## src/rtl/stack_seq_ctrl.sv

```systemverilog
// Stack sequencer for CALL / RET / RTI and interrupt entry.
// Stalls the front end while the 32-bit PC (and flags for interrupts) is
// pushed or popped as 16-bit words, owns the stack pointer, and reports the
// resulting PC/flags in a single commit cycle.
module stack_seq_ctrl #(
    parameter int unsigned       ADDR_W     = 12,
    parameter logic [ADDR_W-1:0] SP_INIT    = '1,
    parameter logic [31:0]       INT_VECTOR = 32'h0000_0000
) (
    input  logic              clk,
    input  logic              rst_n,
    input  logic              op_valid,
    input  logic [1:0]        op_type,
    input  logic              int_req,
    input  logic [31:0]       ret_pc,
    input  logic [31:0]       target_pc,
    input  logic [3:0]        flags_in,
    input  logic              mem_ready,
    input  logic [15:0]       mem_rdata,
    output logic              mem_req,
    output logic              mem_we,
    output logic [ADDR_W-1:0] mem_addr,
    output logic [15:0]       mem_wdata,
    output logic [ADDR_W-1:0] sp,
    output logic              stall,
    output logic              pc_load,
    output logic [31:0]       pc_out,
    output logic              flags_load,
    output logic [3:0]        flags_out,
    output logic              int_ack,
    output logic              done,
    output logic              stack_err
);

    typedef enum logic [2:0] {
        IDLE, PUSH_F, PUSH_H, PUSH_L, POP_L, POP_H, POP_F, COMMIT
    } state_t;

    typedef enum logic [1:0] {K_CALL, K_RET, K_RTI, K_INT} kind_t;

    state_t      state, state_d;
    kind_t       kind, kind_d;
    logic [31:0] rpc, rpc_d, tpc, tpc_d;
    logic [3:0]  fin, fin_d, fpop, fpop_d;
    logic [15:0] lo, lo_d, hi, hi_d;
    logic [ADDR_W-1:0] sp_d;
    logic        err_d;

    logic              push_d, pop_d, commit_d;
    logic [ADDR_W-1:0] mem_addr_d;
    logic [15:0]       mem_wdata_d;
    logic [31:0]       pc_out_d;
    logic [3:0]        flags_out_d;

    // Next state, stack pointer and latched operands; outputs are derived from
    // the next state so they can be registered alongside it.
    always_comb begin
        state_d = state;
        kind_d  = kind;
        rpc_d   = rpc;
        tpc_d   = tpc;
        fin_d   = fin;
        fpop_d  = fpop;
        lo_d    = lo;
        hi_d    = hi;
        sp_d    = sp;
        err_d   = stack_err;

        case (state)
            IDLE: begin
                if (op_valid && op_type != 2'b00) begin
                    rpc_d = ret_pc;
                    tpc_d = target_pc;
                    fin_d = flags_in;
                    case (op_type)
                        2'b01:   kind_d = K_CALL;
                        2'b10:   kind_d = K_RET;
                        default: kind_d = K_RTI;
                    endcase
                    state_d = (op_type == 2'b01) ? PUSH_H : POP_L;
                end else if (int_req) begin
                    rpc_d   = ret_pc;
                    tpc_d   = target_pc;
                    fin_d   = flags_in;
                    kind_d  = K_INT;
                    state_d = PUSH_F;
                end
            end
            PUSH_F, PUSH_H, PUSH_L: begin
                if (mem_ready) begin
                    if (sp == '0) err_d = 1'b1;
                    sp_d = sp - ADDR_W'(1);
                    case (state)
                        PUSH_F:  state_d = PUSH_H;
                        PUSH_H:  state_d = PUSH_L;
                        default: state_d = COMMIT;
                    endcase
                end
            end
            POP_L, POP_H, POP_F: begin
                if (mem_ready) begin
                    if (sp == SP_INIT) err_d = 1'b1;
                    sp_d = sp + ADDR_W'(1);
                    case (state)
                        POP_L: begin
                            lo_d    = mem_rdata;
                            state_d = POP_H;
                        end
                        POP_H: begin
                            hi_d    = mem_rdata;
                            state_d = (kind == K_RTI) ? POP_F : COMMIT;
                        end
                        default: begin
                            fpop_d  = mem_rdata[3:0];
                            state_d = COMMIT;
                        end
                    endcase
                end
            end
            default: state_d = IDLE;
        endcase

        push_d   = (state_d == PUSH_F) || (state_d == PUSH_H) || (state_d == PUSH_L);
        pop_d    = (state_d == POP_L) || (state_d == POP_H) || (state_d == POP_F);
        commit_d = (state_d == COMMIT);

        mem_addr_d = '0;
        if (pop_d)       mem_addr_d = sp_d + ADDR_W'(1);
        else if (push_d) mem_addr_d = sp_d;

        case (state_d)
            PUSH_F:  mem_wdata_d = {12'b0, fin_d};
            PUSH_H:  mem_wdata_d = rpc_d[31:16];
            PUSH_L:  mem_wdata_d = rpc_d[15:0];
            default: mem_wdata_d = '0;
        endcase

        pc_out_d = pc_out;
        if (commit_d) begin
            case (kind_d)
                K_CALL:  pc_out_d = tpc_d;
                K_INT:   pc_out_d = INT_VECTOR;
                default: pc_out_d = {hi_d, lo_d};
            endcase
        end

        flags_out_d = flags_out;
        if (commit_d && kind_d == K_RTI) flags_out_d = fpop_d;
    end

    // State, stack pointer, latched operands and registered outputs.
    always_ff @(posedge clk or negedge rst_n) begin
        if (!rst_n) begin
            state      <= IDLE;
            kind       <= K_CALL;
            rpc        <= '0;
            tpc        <= '0;
            fin        <= '0;
            fpop       <= '0;
            lo         <= '0;
            hi         <= '0;
            sp         <= SP_INIT;
            stack_err  <= 1'b0;
            mem_req    <= 1'b0;
            mem_we     <= 1'b0;
            mem_addr   <= '0;
            mem_wdata  <= '0;
            stall      <= 1'b0;
            pc_load    <= 1'b0;
            pc_out     <= '0;
            flags_load <= 1'b0;
            flags_out  <= '0;
            int_ack    <= 1'b0;
            done       <= 1'b0;
        end else begin
            state      <= state_d;
            kind       <= kind_d;
            rpc        <= rpc_d;
            tpc        <= tpc_d;
            fin        <= fin_d;
            fpop       <= fpop_d;
            lo         <= lo_d;
            hi         <= hi_d;
            sp         <= sp_d;
            stack_err  <= err_d;
            mem_req    <= push_d || pop_d;
            mem_we     <= push_d;
            mem_addr   <= mem_addr_d;
            mem_wdata  <= mem_wdata_d;
            stall      <= (state_d != IDLE);
            pc_load    <= commit_d;
            done       <= commit_d;
            int_ack    <= commit_d && (kind_d == K_INT);
            flags_load <= commit_d && (kind_d == K_RTI);
            pc_out     <= pc_out_d;
            flags_out  <= flags_out_d;
        end
    end

endmodule

```

## config.mk

```make
export PLATFORM = sky130hd
export DESIGN_NAME = stack_seq_ctrl
export DESIGN_NICKNAME = d
export VERILOG_FILES = /design/src/rtl/stack_seq_ctrl.sv
export SDC_FILE = /design/constraint.sdc
export NUM_CORES = 1
export LEC_CHECK = 0
export BUFFER_PORTS_ARGS = -buffer_cell sky130_fd_sc_hd__buf_2
export CAP_MARGIN = 20
export CELL_PAD_IN_SITES_DETAIL_PLACEMENT = 1
export CELL_PAD_IN_SITES_GLOBAL_PLACEMENT = 1
export CORE_ASPECT_RATIO = 0.75
export CORE_UTILIZATION = 25
export DETAILED_ROUTE_END_ITERATION = 8
export GPL_TIMING_DRIVEN = 0
export PLACE_DENSITY = 0.61
export REMOVE_ABC_BUFFERS = 1
export SYNTH_ARGS = -nofsm -noshare
export SYNTH_HDL_FRONTEND = slang
export SYNTH_SLANG_ARGS = --single-unit
```

## constraint.sdc

```tcl
create_clock -name clk -period 4 [get_ports clk]
set_clock_uncertainty 0.05 [all_clocks]
set_input_delay 0.2 -clock clk [delete_from_list [all_inputs] [get_ports clk]]
set_output_delay 0.2 -clock clk [all_outputs]
set_load 0.05 [all_outputs]
```

* After elaboration in Yosys (flattened, before gate mapping) *
Cells that the tools add are included.

word-level totals
  flip-flop bits (word level) = 192
  latch bits = 0
  bits in writable memories = 0
  memory bits (read-only) = 0
  output and inout bits = 84
  logic and storage cells = 107
  memories = 0

operators by class
  $add $sub $neg = 3
  $mul = 0
  div/mod/pow operators = 0
  magnitude comparators = 0
  equality and inequality tests = 23
  shift operators = 0
  mux-type cells = 43
  bitwise gates (word level) = 0
  reductions and logical operators = 18

operators by type and width
  kind                                                count
  2-to-1 mux 32 bit                                   6
  2-to-1 mux 16 bit                                   6
  case mux 32 bit (2 select lines)                    1
  2-to-1 mux 12 bit                                   4
  case mux 16 bit (3 select lines)                    1
  adder 12 x 1 -> 12 bit, second input constant       2
  2-to-1 mux 4 bit                                    6
  case mux 12 bit (2 select lines)                    1
  == test 3 bit, second input constant                7
  2-to-1 mux 3 bit                                    5
  == test 12 bit, second input constant               1
  == test 3 x 2 -> 1 bit, second input constant       4
  zero test 12 bit                                    1
  subtractor 12 x 1 -> 12 bit, second input constant  1
  case mux 3 bit (3 select lines)                     1
  == test 2 bit, second input constant                4
  != test 2 bit, second input constant                4
  case mux 2 bit (2 select lines)                     2
  == test 3 x 1 -> 1 bit, second input constant       2
  2-to-1 mux 2 bit                                    3
  case mux 3 bit (2 select lines)                     1
  OR reduction 3 bit                                  2
  logical OR 1 bit                                    5
  2-to-1 mux 1 bit                                    5
  other kinds (9)                                     12

* Longest topological paths before layout *
  depth in word-level cells = 10
  depth in mapped cells = 15
  depth with buffers taken out = 12

* Least setup slack after synthesis *
No wires, ideal clock.

  path kind = register to register
  start point = reg sp[0]
  end point = reg mem_addr[10]
  data arrival time = 3.109 ns
  data required time = 3.881 ns
  slack = 0.772 ns
  cell stages (with the launch flop) = 13
  buffers on the path = 0
  cells stage by stage = dfstp_2 > inv_1 > ha_1 > nand2b_1 > o221ai_1 > a221o_1 > inv_1 > ha_1 > inv_1 > a2111oi_4 > nand4_1 > or4_1 > nand3_1

on the way
  word-level cells in the longest chain between the ends = 5

ends and longest elaborated chain
  element                                                                RTL line  RTL
  from (decl)                                                            24        output logic [ADDR_W-1:0] sp,
  from (signal assigned)                                                 184       sp <= sp_d;
  adder 12 x 1 -> 12 bit or subtractor 12 x 1 -> 12 bit (tied branches)  103, 92
  2-to-1 mux 12 bit, on equally long branches                            101, 90
  case mux 12 bit (2 select lines) *                                     69        case (state)
  net sp_d[1]                                                            46        logic [ADDR_W-1:0] sp_d;
  adder 12 x 1 -> 12 bit *                                               128       if (pop_d) mem_addr_d = sp_d + ADDR_W'(1);
  2-to-1 mux 12 bit *                                                    128
  net mem_addr_d[10]                                                     50        logic [ADDR_W-1:0] mem_addr_d;
  to (signal assigned)                                                   188       mem_addr <= mem_addr_d;
  to (decl)                                                              22        output logic [ADDR_W-1:0] mem_addr,

Mark *: on every way through the listed nets, which the timed path passes. The rest lies on a longest branch.
A chain may end at the register's enable or synchronous reset.

* Final worst setup path *
Ends and elaborated chain as after synthesis.

==> flow_results.org <==
** Status
- Result of the run :: complete, no violations

** Final layout
- The layout has 3594 filler cells.
- After the last flow step, the layout net total stands at 1016.
- Relative to the synthesized area, the layout overhead comes to 34.5%.
- Share of layout cells above drive strength 1 :: 38.8%
- In the layout the commonest cells are 180 x dfrtp_1, 174 x buf_2, 112 x mux2_2.
- Most common library cell in the layout ignoring fill and taps :: dfrtp_1
- Storage element area :: 4820 um^2
- The repair_antennas step left the layout with diodes totalling 0.
- Design area :: 11200 um^2
- Multi-input logic area :: 3240 um^2

** STA
- Hold is met by 42.9 ps.
- Actual slew at the worst max-slew pin :: 970 ps
- After layout, the minimum clock period comes to 3550 ps.
- Final Max Tran Viols :: 0
- RSZ-0062 raised after global routing :: no
- Headroom to the max-slew limit came out at 35.0%.
- Number of setup violations in the final report :: 0
- Final setup margin :: 445 ps
- Fraction of the cycle the final worst path needs :: 88.9%
- The number of failing hold endpoints at the final stage was 0.
- Upper clock frequency limit :: 281 MHz

** Setup path
- Path type of the worst setup path :: reg2reg
- For the worst setup path, the data required time is 4310 ps.
- Data arrival at the endpoint of the critical path :: 3870 ps
- Sort of element at the start of the critical path :: flop
- CP max FO :: 7
- STA classifies the critical path endpoint as a flop.

** Synthesis
- In this run, synthesis inferred 0 flip-flops with an integrated enable.
- Area of the mapped netlist :: 8300 um^2
- FFs w/ async S/R, synth :: 100%
- The Yosys step of the flow raised 0 warnings.
- Yosys mapped the design onto 64 distinct sky130hd cell types.
- Cells after Synth :: 665
- Most used flip-flop cell after synthesis :: dfrtp_1
- Sequential element share of the synthesized area :: 58.0%
- Dividing the synthesized area by the synthesized cell count gives 12.5 um^2.
- The synthesized design contains 192 register bits.

** Global routing
- Number of antenna violations at the first check in global routing :: 1
- Summed over all layers, the global routing overflow is 0.
- Entering global routing, the biggest net connects 99 pins.
- Vias in the first global route :: 6669
- The first global-routing pass estimated 39.0 mm of wire.
- Across every metal layer, demand over resource in global routing totals 14.9%.

** Floorplan
- The die covers 34000 um^2.
- Number of standard-cell rows in the floorplan :: 57
- Horizontal die dimension :: 212 um
- Measured along the y axis, the die boundary spans 160 um.
- 175 I/O pins were placed.
- Core Region :: 32500 um^2
- Starting utilization of the core area :: 25.5%

** Placement
- OpenSTA, run right after detailed placement, puts the worst setup slack at 79.3 ps.
- Input and output buffers added on the ports amount to 174.
- Final weighted congestion in routability-driven placement :: 0.754
- In this run the cell area measured after placement is 9740 um^2.
- Sum of net half-perimeters after detailed placement :: 15.8 mm

** Clocking
- Number of buffers on the longest clock path :: 2
- H-tree depth :: 4
- The tree is rooted in a clkbuf_16.
- Total CTS buffers :: 17
- Clk sinks :: 192
- After clock tree synthesis, the clock-pin slew on the worst setup and hold paths is 80 ps.
- Clock latency on the worst-skew pair :: 440 ps
- TritonCTS built the clock tree.
- Post-cts sizing count :: 0

** Drt
- Using the TritonRoute via totals, the vias-per-cell ratio works out to 4.50.
- Drt wl/cell :: 17.4 um
- The first detailed-routing pass took 4 iterations.
- For this block, the initial DRC count from the detailed router was 262.
- The detail route stage leaves a number of antenna-violating nets equal to 0.
- Summed over all layers, the routed wires come to 23.9 mm.
- In the routed design, unresolved DRC markers number 0.
- Total number of vias :: 6167

** Pwr
- Power per standard cell area :: 887 nW/um^2
- In this run the static leakage power is 4.99 nW.
- IR analysis of the VDD net gives a maximum drop of 0.311 mV.

** Flow run
- The tool flagged a number of max-cap violations equal to 0.

** Worst hold path
- The tightest min-delay check is of the in2reg type.
-- routing by layer --
layer | wire [um] | up-vias | global-route usage (%) | part of all wire (%)
met3 | 1130 | 15 | 4.23 | 4.7
met2 | 10800 | 120 | 22.8 | 45
met5 | 12 | - | 0 | 0.050
met4 | 208 | 2 | 3.56 | 0.87
met1 | 11800 | 3134 | 20.7 | 49
li1 | - | 2896 | - | -
-- worst paths after layout --
| path | endpoint | depth (start not counted) | startpoint | slack (ps) |
|---|---|---|---|---|
| worst min-delay path | tpc[14] | 2 | target_pc[14] | 40 |
| max in group asynchronous | sp[10] | 3 | rst_n | 2610 |
| worst max register to register | mem_addr[10] | 12 | sp[0] | 450 |
| min in group asynchronous | tpc[26] | 2 | rst_n | 330 |
| worst max-delay path | mem_addr[10] | 12 | sp[0] | 450 |
| worst min register to register | stack_err | 1 | stack_err | 400 |
-- layout make-up --
| type | count | area share (%) |
|---|---|---|
| clock buffers | 20 | 3.91 |
| clock inverters | 12 | 1.11 |
| inverters | 19 | 0.639 |
| multi-input cells | 413 | 29.0 |
| flip-flops and latches | 192 | 43.2 |
| well taps | 442 | 4.95 |
| repair buffers | 272 | 17.2 |
-- worst max-delay path, stage by stage, from the launching register on --
cell and delay [ps]:
dfstp_2 620, inv_1 80, ha_1 340, nand2b_1 130, o221ai_1 130, a221o_1 380, inv_1 120, ha_1 180
inv_1 80, a2111oi_4 450, nand4_1 280, or4_1 540, nand3_1 100
-- metrics by stage --
stage / setup TNS (ps) / util (%) / cells / power (mW)
after global placement: -283360 / 29.3 / 1240 / 7.95
after CTS: 0 / 34.3 / 1367 / 10.0
after global routing: 0 / 34.3 / 1370 / 10.6
after detailed placement: 0 / 30.0 / 1251 / 8.20
after floorplan: -7130 / - / 624 / 6.68
final: 0 / 34.3 / 1370 / 9.91
-- cells by family after synthesis --
| family | after synthesis | synth area share, % |
|---|---|---|
| adder cells (fa/ha/maj) | 10 | 1.51 |
| flip-flops | 192 | 58.0 |
| multiplexers | 117 | 15.8 |
| buffers and inverters | 60 | 3.15 |
| XOR/XNOR | 7 | 1.01 |
| AND/OR/NAND/NOR | 152 | 9.52 |
| AO/OA/AOI/OAI | 127 | 11.0 |
-- state kept, by name (all words and copies together) (netlist names) --
name / cells
done: 1
fin: 4
flags_load: 1
flags_out: 4
fpop: 4
hi: 16
int_ack: 1
kind: 2
lo: 16
mem_addr: 12
mem_req: 1
mem_wdata: 16
mem_we: 1
pc_out: 32
rpc: 32
sp: 12
stack_err: 1
stall: 1
state: 3
tpc: 32
-- power breakdown --
| part | leakage [nW] | internal (mW) | total (mW) | switching (mW) |
|---|---|---|---|---|
| clock network | 0.260 | 0.875 | 1.69 | 0.812 |
| logic | 2.37 | 1.73 | 4.89 | 3.16 |
| registers | 2.36 | 2.88 | 3.34 | 0.454 |
-- timing repair --
| action | in CTS | in global routing |
|---|---|---|
| buffers inserted | 0 | 1 |
| hold buffers | 84 | 0 |
| endpoints found under the setup margin | 0 | 4 |
| endpoints found under the hold margin | 188 | 0 |
-- synthesized netlist by cell type, drive strengths merged (8+ instances only) --
master	number	area [um^2]
nand2b	8	50.1
a32o	13	130
dfstp	12	315
nand3	11	55.1
ha	10	125
nor3	13	65.1
o21ai	43	226
inv	18	67.6
clkbuf	29	111
a22oi	34	255
buf	12	78.8
nor2	23	86.3
nand2	57	216
dfrtp	180	4500
mux2	112	1260
Power figures use the tool's default switching activity.
